File: src/rtl/fabricport_pkg.sv
// fabricport_pkg: shared scheduler state type and packet-layout helpers
package fabricport_pkg;

    typedef enum logic {EMPTY = 1'b0, FULL = 1'b1} sched_state_t;

    function automatic int flit_width(input int width_pkt);
        return width_pkt / 4;
    endfunction

    function automatic int valid_pos(input int width_pkt);
        return width_pkt - 1;
    endfunction

endpackage

File: src/rtl/rr_arbiter.sv
// rr_arbiter: round-robin grant starting after the last accepted winner
module rr_arbiter #(
    parameter int N = 4,
    localparam int IW = $clog2(N)
) (
    input  logic          clk,
    input  logic          rst_n,
    input  logic [N-1:0]  req,
    input  logic          advance,
    output logic [N-1:0]  gnt,
    output logic [IW-1:0] gnt_idx
);

    logic [IW-1:0] last_grant;
    logic          found;
    logic [IW:0]   j;

    // first requester in order last_grant+1, last_grant+2, ... wrapping at N
    always_comb begin
        found   = 1'b0;
        gnt_idx = '0;
        j       = '0;
        for (int i = 1; i <= N; i++) begin
            j = {1'b0, last_grant} + (IW+1)'(i);
            j = (j >= (IW+1)'(N)) ? j - (IW+1)'(N) : j;
            if (!found && req[j[IW-1:0]]) begin
                found   = 1'b1;
                gnt_idx = j[IW-1:0];
            end
        end
        gnt = found ? ({{(N-1){1'b0}}, 1'b1} << gnt_idx) : '0;
    end

    // pointer resets to N-1 so port 0 has first priority; moves only on accept
    always_ff @(posedge clk or negedge rst_n) begin
        if (!rst_n)
            last_grant <= IW'(N-1);
        else if (advance)
            last_grant <= gnt_idx;
    end

endmodule

File: src/rtl/depkt_rr_scheduler.sv
// depkt_rr_scheduler: round-robin share of one depacketizer among N packet sources
module depkt_rr_scheduler
    import fabricport_pkg::*;
#(
    parameter int WIDTH_PKT        = 36,
    parameter int N_PORTS          = 4,
    parameter int VC_ADDRESS_WIDTH = 1,
    parameter int ADDRESS_WIDTH    = 4,
    parameter int CNT_WIDTH        = 16,
    localparam int PW = $clog2(N_PORTS)
) (
    input  logic                         clk,
    input  logic                         rst_n,
    input  logic [N_PORTS*WIDTH_PKT-1:0] i_packet_in,
    output logic [N_PORTS-1:0]           i_ready_out,
    input  logic                         i_pause,
    output logic [WIDTH_PKT-1:0]         o_packet_out,
    input  logic                         o_ready_in,
    output logic [PW-1:0]                o_grant_port,
    output logic [CNT_WIDTH-1:0]         o_pkt_count
);

    localparam int VP = valid_pos(WIDTH_PKT);

    if (VC_ADDRESS_WIDTH + ADDRESS_WIDTH >= flit_width(WIDTH_PKT)) begin : g_bad_widths
        $error("VC and address fields do not fit in a flit");
    end

    sched_state_t       state, state_nxt;
    logic [N_PORTS-1:0] req, gnt;
    logic [PW-1:0]      gnt_idx;
    logic               load_en, deliver;

    for (genvar p = 0; p < N_PORTS; p++) begin : g_req
        assign req[p] = i_packet_in[p*WIDTH_PKT + VP];
    end

    assign deliver     = (state == FULL) && o_ready_in;
    assign load_en     = rst_n && ((state == EMPTY) || o_ready_in) && !i_pause && |req;
    assign i_ready_out = load_en ? gnt : '0;

    rr_arbiter #(.N(N_PORTS)) u_arb (
        .clk     (clk),
        .rst_n   (rst_n),
        .req     (req),
        .advance (load_en),
        .gnt     (gnt),
        .gnt_idx (gnt_idx)
    );

    // state register
    always_ff @(posedge clk or negedge rst_n) begin
        if (!rst_n)
            state <= EMPTY;
        else
            state <= state_nxt;
    end

    // a load keeps or makes us FULL; a delivery without reload empties
    always_comb begin
        state_nxt = load_en ? FULL : deliver ? EMPTY : state;
    end

    // output register: take the winner verbatim, clear on drain
    always_ff @(posedge clk or negedge rst_n) begin
        if (!rst_n) begin
            o_packet_out <= '0;
            o_grant_port <= '0;
        end else if (load_en) begin
            o_packet_out <= i_packet_in[gnt_idx*WIDTH_PKT +: WIDTH_PKT];
            o_grant_port <= gnt_idx;
        end else if (deliver) begin
            o_packet_out <= '0;
        end
    end

    // delivered-packet counter, wraps naturally
    always_ff @(posedge clk or negedge rst_n) begin
        if (!rst_n)
            o_pkt_count <= '0;
        else if (deliver)
            o_pkt_count <= o_pkt_count + CNT_WIDTH'(1);
    end

endmodule
File: config.mk
export PLATFORM = sky130hd
export DESIGN_NAME = depkt_rr_scheduler
export DESIGN_NICKNAME = d
export VERILOG_FILES = /design/src/rtl/fabricport_pkg.sv /design/src/rtl/rr_arbiter.sv /design/src/rtl/depkt_rr_scheduler.sv
export SDC_FILE = /design/constraint.sdc
export NUM_CORES = 1
export LEC_CHECK = 0
export ABC_AREA = 1
export ABC_CLOCK_PERIOD_IN_PS = 3000
export CELL_PAD_IN_SITES_DETAIL_PLACEMENT = 1
export CELL_PAD_IN_SITES_GLOBAL_PLACEMENT = 2
export CORE_UTILIZATION = 20
export CTS_CLUSTER_DIAMETER = 30
export CTS_CLUSTER_SIZE = 10
export DETAILED_ROUTE_END_ITERATION = 12
export HOLD_SLACK_MARGIN = 0.02
export PLACE_DENSITY = 0.84
export SLEW_MARGIN = 40
export SYNTH_ARGS = -nofsm -noshare
export SYNTH_HDL_FRONTEND = slang
export SYNTH_SLANG_ARGS = --single-unit
File: constraint.sdc
create_clock -name clk -period 3 [get_ports clk]
set_input_delay 0.6 -clock clk [delete_from_list [all_inputs] [get_ports clk]]
set_output_delay 0.6 -clock clk [all_outputs]
set_load 0.005 [all_outputs]
# == Word level (Yosys, flattened, before mapping) ==
# Index checks and enable logic that the tools add are counted.
# totals
in_bits,148
output_inout_bits,58
word_cells,66
reg_bits,57
# classes
muxes,26
mul,1
n_bitwise,1
reduce_logical,14
magnitude_cmp,8
n_shift,2
n_addsub,9
# op_table
operator,n
variable part select 144 x 9 -> 36 bit,1
two-way mux 36 bit,2
adder 16 x 1 -> 16 bit (second input constant),1
two-way mux 2 bit,8
greater-or-equal comparator 3 bit (second input constant),4
less-than comparator 2 x 3 -> 1 bit (second input constant),4
two-way mux 1 bit,10
binary-select mux 1 bit (select 2 bit),4
two-way mux 4 bit,2
subtractor 2 x 1 -> 2 bit (second input constant),4
logical AND 1 bit,7
adder 2 x 2 -> 3 bit (second input constant),2
multiplier 2 x 4 -> 6 bit (second input constant),1
logical NOT 1 bit,4
OR reduction 4 bit,1
<< shifter 1 x 2 -> 4 bit (first input constant),1
adder 2 x 1 -> 3 bit (second input constant),1
adder 2 x 3 -> 3 bit (second input constant),1
nonzero test 2 bit,1
logical OR 1 bit,1
inverter 1 bit,1

# == Depth between registers and ports, before layout ==
# Gate-level depths: netlist of run 1.
# logic_depth
word_depth,18
depth_mapped,16
mapped_depth_nobuf,13

# == Cells and area by module ==
# Synthesis of run 1 repeated with hierarchy kept, for this count alone.
# unflattened
hier_cells,562
hier_area_um2,3886.2
# by_module_without_submodules
mod,cells_per_inst,seq_area_each_um2,instances,area_per_inst_um2
depkt_rr_scheduler,490,1376.3,1,3429.5
rr_arbiter,72,52.6,1,456.7

# == Worst setup path before layout of run 1 ==
# Ideal clock, no wire load.
# synth_path
path_kind,reg2out
from,register u_arb.last_grant[0]
to,output port i_ready_out[1]
path_slack_ns,0.658
n_path_buf,3
t_arrival_ns,1.742
required_ns,2.400
path_stages_with_launch,14
cell_sequence,dfstp_2 -> buf_6 -> inv_4 -> nand2_1 -> nand2_2 -> nand2_2 -> nand2_1 -> inv_2 -> nand2_2 -> nand2_4 -> nand3_2 -> buf_6 -> buf_4 -> nor3_1
# synth_between
elab_chain_len,18
elab_cells_between_ends,41
classes_between,add/sub (8); order compare (4); shift (1); mux (22); reduce/logical (6)
# synth_lines
element,line,text
from (decl),rr_arbiter.sv:14,logic [IW-1:0] last_grant;
from (signal assigned),rr_arbiter.sv:37,last_grant <= IW'(N-1);
from (signal assigned),rr_arbiter.sv:39,last_grant <= gnt_idx;
adder 2 x 1 -> 3 bit,rr_arbiter.sv:24,"j = {1'b0, last_grant} + (IW+1)'(i);"
greater-or-equal comparator 3 bit or subtractor 2 x 1 -> 2 bit (tied branches),rr_arbiter.sv:25,j = (j >= (IW+1)'(N)) ? j - (IW+1)'(N) : j;
two-way mux 2 bit,rr_arbiter.sv:25,
binary-select mux 1 bit (select 2 bit),rr_arbiter.sv:26,if (!found && req[j[IW-1:0]]) begin
two-way mux 1 bit (implied by the code),rr_arbiter.sv:26,
two-way mux 1 bit,rr_arbiter.sv:26,
logical NOT 1 bit,rr_arbiter.sv:26,
logical AND 1 bit,rr_arbiter.sv:26,
(+2 left out),-,
logical AND 1 bit,rr_arbiter.sv:26,
two-way mux 1 bit,rr_arbiter.sv:26,
logical NOT 1 bit,rr_arbiter.sv:26,
logical AND 1 bit,rr_arbiter.sv:26,
two-way mux 2 bit,rr_arbiter.sv:26,
<< shifter 1 x 2 -> 4 bit,rr_arbiter.sv:31,"gnt = found ? ({{(N-1){1'b0}}, 1'b1} << gnt_idx) : '0;"
two-way mux 4 bit (*),rr_arbiter.sv:31,
two-way mux 4 bit (*),depkt_rr_scheduler.sv:40,assign i_ready_out = load_en ? gnt : '0;
to (decl),depkt_rr_scheduler.sv:15,"output logic [N_PORTS-1:0] i_ready_out,"
# Mark *: on every way between the ends. The rest lies on a longest branch, timed or not. The select of a mux whose other input is x is not followed.

# == Worst setup path in the final report of run 1 ==
# layout_path
from,input port i_packet_in[107]
to,output port i_ready_out[2]
# layout_between
elab_chain_len,15
elab_cells_between_ends,27
classes_between,shift (1); mux (18); reduce/logical (8)
# layout_lines
element,line,text
from (decl),depkt_rr_scheduler.sv:14,"input logic [N_PORTS*WIDTH_PKT-1:0] i_packet_in,"
binary-select mux 1 bit (select 2 bit),rr_arbiter.sv:26,
two-way mux 1 bit (implied by the code),rr_arbiter.sv:26,
two-way mux 1 bit,rr_arbiter.sv:26,
logical NOT 1 bit,rr_arbiter.sv:26,
logical AND 1 bit,rr_arbiter.sv:26,
two-way mux 1 bit,rr_arbiter.sv:26,
logical NOT 1 bit,rr_arbiter.sv:26,
logical AND 1 bit,rr_arbiter.sv:26,
two-way mux 1 bit,rr_arbiter.sv:26,
logical NOT 1 bit,rr_arbiter.sv:26,
logical AND 1 bit,rr_arbiter.sv:26,
two-way mux 2 bit,rr_arbiter.sv:26,
<< shifter 1 x 2 -> 4 bit,rr_arbiter.sv:31,
two-way mux 4 bit,rr_arbiter.sv:31,
two-way mux 4 bit (*),depkt_rr_scheduler.sv:40,
# Marked as above.

==> impl_metrics.env, run 1 <==
export IMPL_ant_nets=0
export IMPL_fin_util_pct=35.2
export IMPL_grt_pass1_vias=5046
export IMPL_overflow=0
export IMPL_first_pass_iters=4
export IMPL_die_w_um=140
export IMPL_cp_arrival_ps=2290
export IMPL_synth_mux_area_share_pct=0
export IMPL_cp_data_required_time_ps=2400
export IMPL_synthXorXnorAreaFrac_pct=3.47
export IMPL_clkSlewWorstSetupHoldPaths_ps=50
export IMPL_hold_viol=0
export IMPL_seq_area_frac_synth_pct=37.7
export IMPL_skew_ps=8.07
export IMPL_synthSimpleGateAreaFrac_pct=50.1
export IMPL_finalNonFillerCells=972
export IMPL_io_pins=206
export IMPL_fp_dieH_um=140
export IMPL_core_um2=18300
export IMPL_synth_most_common_cell="nand2_1"
export IMPL_status="completed"
export IMPL_grt_usage_pct=18.2
export IMPL_nNetsFinal=887
export IMPL_power_leakage_nw=2.95
export IMPL_synthTopCellsByArea="dfrtp_1 (36%), nand2_1 (19%), nand3_1 (15%), nand4_1 (12%), xnor2_1 (1.8%)"
export IMPL_fin_crit_ps=2890
export IMPL_maxSlewViolCount=0
export IMPL_syn_cell_area_um2=3790
export IMPL_path_common_cell="nand2_1"
export IMPL_place_area_um2=6070
export IMPL_dp_cells=951
export IMPL_wl_met3_mm=1.14
export IMPL_clock_sinks=57
export IMPL_num_vias=4691
export IMPL_finalSetupViolCount=0
export IMPL_r2r_end="o_packet_out[24]"
export IMPL_worstReg2RegStart="u_arb.last_grant[0]"
export IMPL_grt_max_degree=71
export IMPL_max_cap_violations=0
export IMPL_ff2ff_setup_slack_ps=420
export IMPL_initial_core_util_pct=20.7
export IMPL_synthAdderAreaFrac_pct=0.330
export IMPL_remaining_drc_errors=0
export IMPL_synth_edf_count=0
export IMPL_htree_num_levels=3
export IMPL_place_congestion=0.864
export IMPL_clock_fmax_mhz=347
export IMPL_yosysTopAreaCell="dfrtp_1"
export IMPL_finalCritPeriodShare_pct=96.2
export IMPL_avgSynthCellArea_um2=7.00
export IMPL_worst_pin_slew_ps=830
export IMPL_hold_path_class="input pin to asynchronous set/reset pin"
export IMPL_die_area_um2=19500
export IMPL_crit_fanout=6
export IMPL_wl_met2_mm=8.32
export IMPL_powerDensity_nw_per_um2=1010
export IMPL_critical_path_class="input pin to output pin"
export IMPL_vdd_drop_max_uv=1500
export IMPL_route_layer_met1_wl_mm=7.55
export IMPL_clkLatencyLatePin_ps=330
export IMPL_fillers=2201
export IMPL_maxUsedRoutingLayer="met4"
export IMPL_cp_end_kind="output pin"
export IMPL_synth_compound_area_share_pct=0.661
export IMPL_async_flop_share_pct=100
export IMPL_synth_top_cells_by_count="nand2_1 (190), nand3_1 (114), nand4_1 (75)"
export IMPL_synth_top_family_by_area="simple AND/OR/NAND/NOR gates"
export IMPL_synth_distinct_cells=28
export IMPL_crit_chain="clkdlybuf4s50_1 -> nand2_1 -> nand2_2 -> nand2_1 -> nand2_1 -> nand2_1 -> nand2_2 -> nand2_4 -> nand3_2 -> inv_2 -> nor3_2 -> dlygate4sd2_1"
export IMPL_syn_to_final_growth_pct=69.7
export IMPL_rows=49
export IMPL_cts_root_buf="clkbuf_16"
export IMPL_drt_initial_drc_count=140
export IMPL_syn_inst=541
export IMPL_routedWlPerCell_um=17.8
export IMPL_drive_gt1_share_pct=8.75
export IMPL_cts_tree="built"
export IMPL_cts_buffer_depth=2
export IMPL_synth_nets=690
export IMPL_slew_headroom_pct=44.6
export IMPL_synth_seq_cells=57
export IMPL_cp_slowest_cell="clkdlybuf4s50_1"
export IMPL_cts_buffers=9
export IMPL_n_antenna_cell=0
export IMPL_viasPerCell=4.83
export IMPL_cpPeakStageDelay_ps=510
export IMPL_grt_pass1_wl_mm=27.6
export IMPL_portBuffers=205
export IMPL_hold_buffers=0
export IMPL_finalInstanceArea_um2=6430
export IMPL_rsz0062_at_grt="no"
export IMPL_drt_total_wl_mm=17.3
export IMPL_synth_top_area_share_pct=36.3
export IMPL_synth_warnings=0
export IMPL_antenna_found_initial=0
export IMPL_start_kind="input pin"
export IMPL_ys_flop_type="dfrtp_1"
export IMPL_dpl_hpwl_mm=12.3
export IMPL_p_total_mw=6.48
export IMPL_ff2ff_path_depth=12
==> how the worst max path moves through the flow <==
stage,start,to,slack [ps],cells after the start
2_1_floorplan,u_arb.last_grant[0],i_ready_out[1],660,13
3_3_place_gp,i_packet_in[35],i_ready_out[0],-110,12
3_5_place_dp,i_packet_in[35],i_ready_out[2],-190,12
4_1_cts,i_packet_in[107],i_ready_out[3],-50,11
5_1_grt,i_packet_in[107],i_ready_out[2],10,12
6_report,i_packet_in[107],i_ready_out[2],110,12
==> worst max-delay path, delay by kind of cell <==
family | cells | cell delay (ps)
simple gates | 9 | 850
buf+inv | 3 | 830
==> per-stage QoR <==
step | setup slack (ps) | setup TNS, ps | hold WS, ps
2_1_floorplan | 658 | 0 | 304
3_3_place_gp | -113 | -209 | 457
3_5_place_dp | -186 | -536 | 465
4_1_cts | -54.8 | -54.8 | 480
5_1_grt | 9.77 | 0 | 462
6_report | 115 | 0 | 418
==> registers in the layout, summed over array words and instances (netlist names) <==
| signal | cells |
|---|---|
| u_arb.last_grant | 2 |
| o_grant_port | 2 |
| state | 1 |
| o_pkt_count | 16 |
| o_packet_out | 36 |
==> what timing repair did <==
action	4_1_cts	5_1_grt
setup buffers	3	2
pin swaps	0	2
endpoints found under the setup margin	4	4
gates resized for setup	6	7
==> power by group <==
part | switching (mW) | total [mW] | internal (mW) | leakage [nW]
Combinational | 2.59 | 4.24 | 1.65 | 2.07
Clock | 0.370 | 1.03 | 0.665 | 0.145
Sequential | 0.179 | 1.21 | 1.03 | 0.733
Total | 3.14 | 6.48 | 3.34 | 2.95
==> routing by layer <==
metal / track usage (%) / up-vias
met5: 0 / -
met4: 6.07 / 0
met3: 4.99 / 20
met2: 30.5 / 140
met1: 22.4 / 2279
li1: - / 2252
==> kinds of logic (layout without fill, tap and decap cells) <==
| logic type | count (synthesis) | after routing |
|---|---|---|
| and+or+nand+nor | 402 | 402 |
| buffers and inverters | 61 | 263 |
| AOI/OAI and AO/OA | 5 | 5 |
| xor gates and xnor gates | 15 | 15 |
| adders and majority gates | 1 | 1 |
| DFF | 57 | 57 |
==> placed cells by master (no fill, tap or decap) <==
cell	instances
a21oi_1	1
and3b_1	1
buf_16	1
buf_2	2
buf_4	21
buf_6	1
bufinv_16	1
clkbuf_16	9
clkbuf_2	1
clkbuf_8	1
clkdlybuf4s50_1	200
clkinv_2	1
clkinv_4	2
clkinvlp_4	2
dfrtp_1	55
dfstp_2	2
dlygate4sd2_1	2
dlymetal6s2s_1	1
ha_1	1
inv_1	13
inv_2	4
inv_4	1
nand2_1	187
nand2_2	6
nand2_4	1
nand3_1	113
nand3_2	4
nand4_1	75
nand4_2	1
nor2_1	10
nor2_4	2
nor3_2	2
o21ai_0	3
o21ai_1	1
xnor2_1	8
xor2_1	7
==> layout make-up <==
type	count	area, um2	share of cell area (%)
clock buffer	10	239	3.72
tap	229	287	4.46
timing repair buffer	229	2240	34.9
inverter	18	70.1	1.09
sequential	57	1430	22.2
clock inverter	6	67.6	1.05
multi-input combinational	423	2100	32.6
No activity file was read; power rests on OpenSTA's default activity.
==> inputs of run 2 (changes only) <==
- HOLD_SLACK_MARGIN: 0.02 -> 0.03
==> results of run 2 <==
The final DEF is identical to that of run 1; final timing and power are the same.
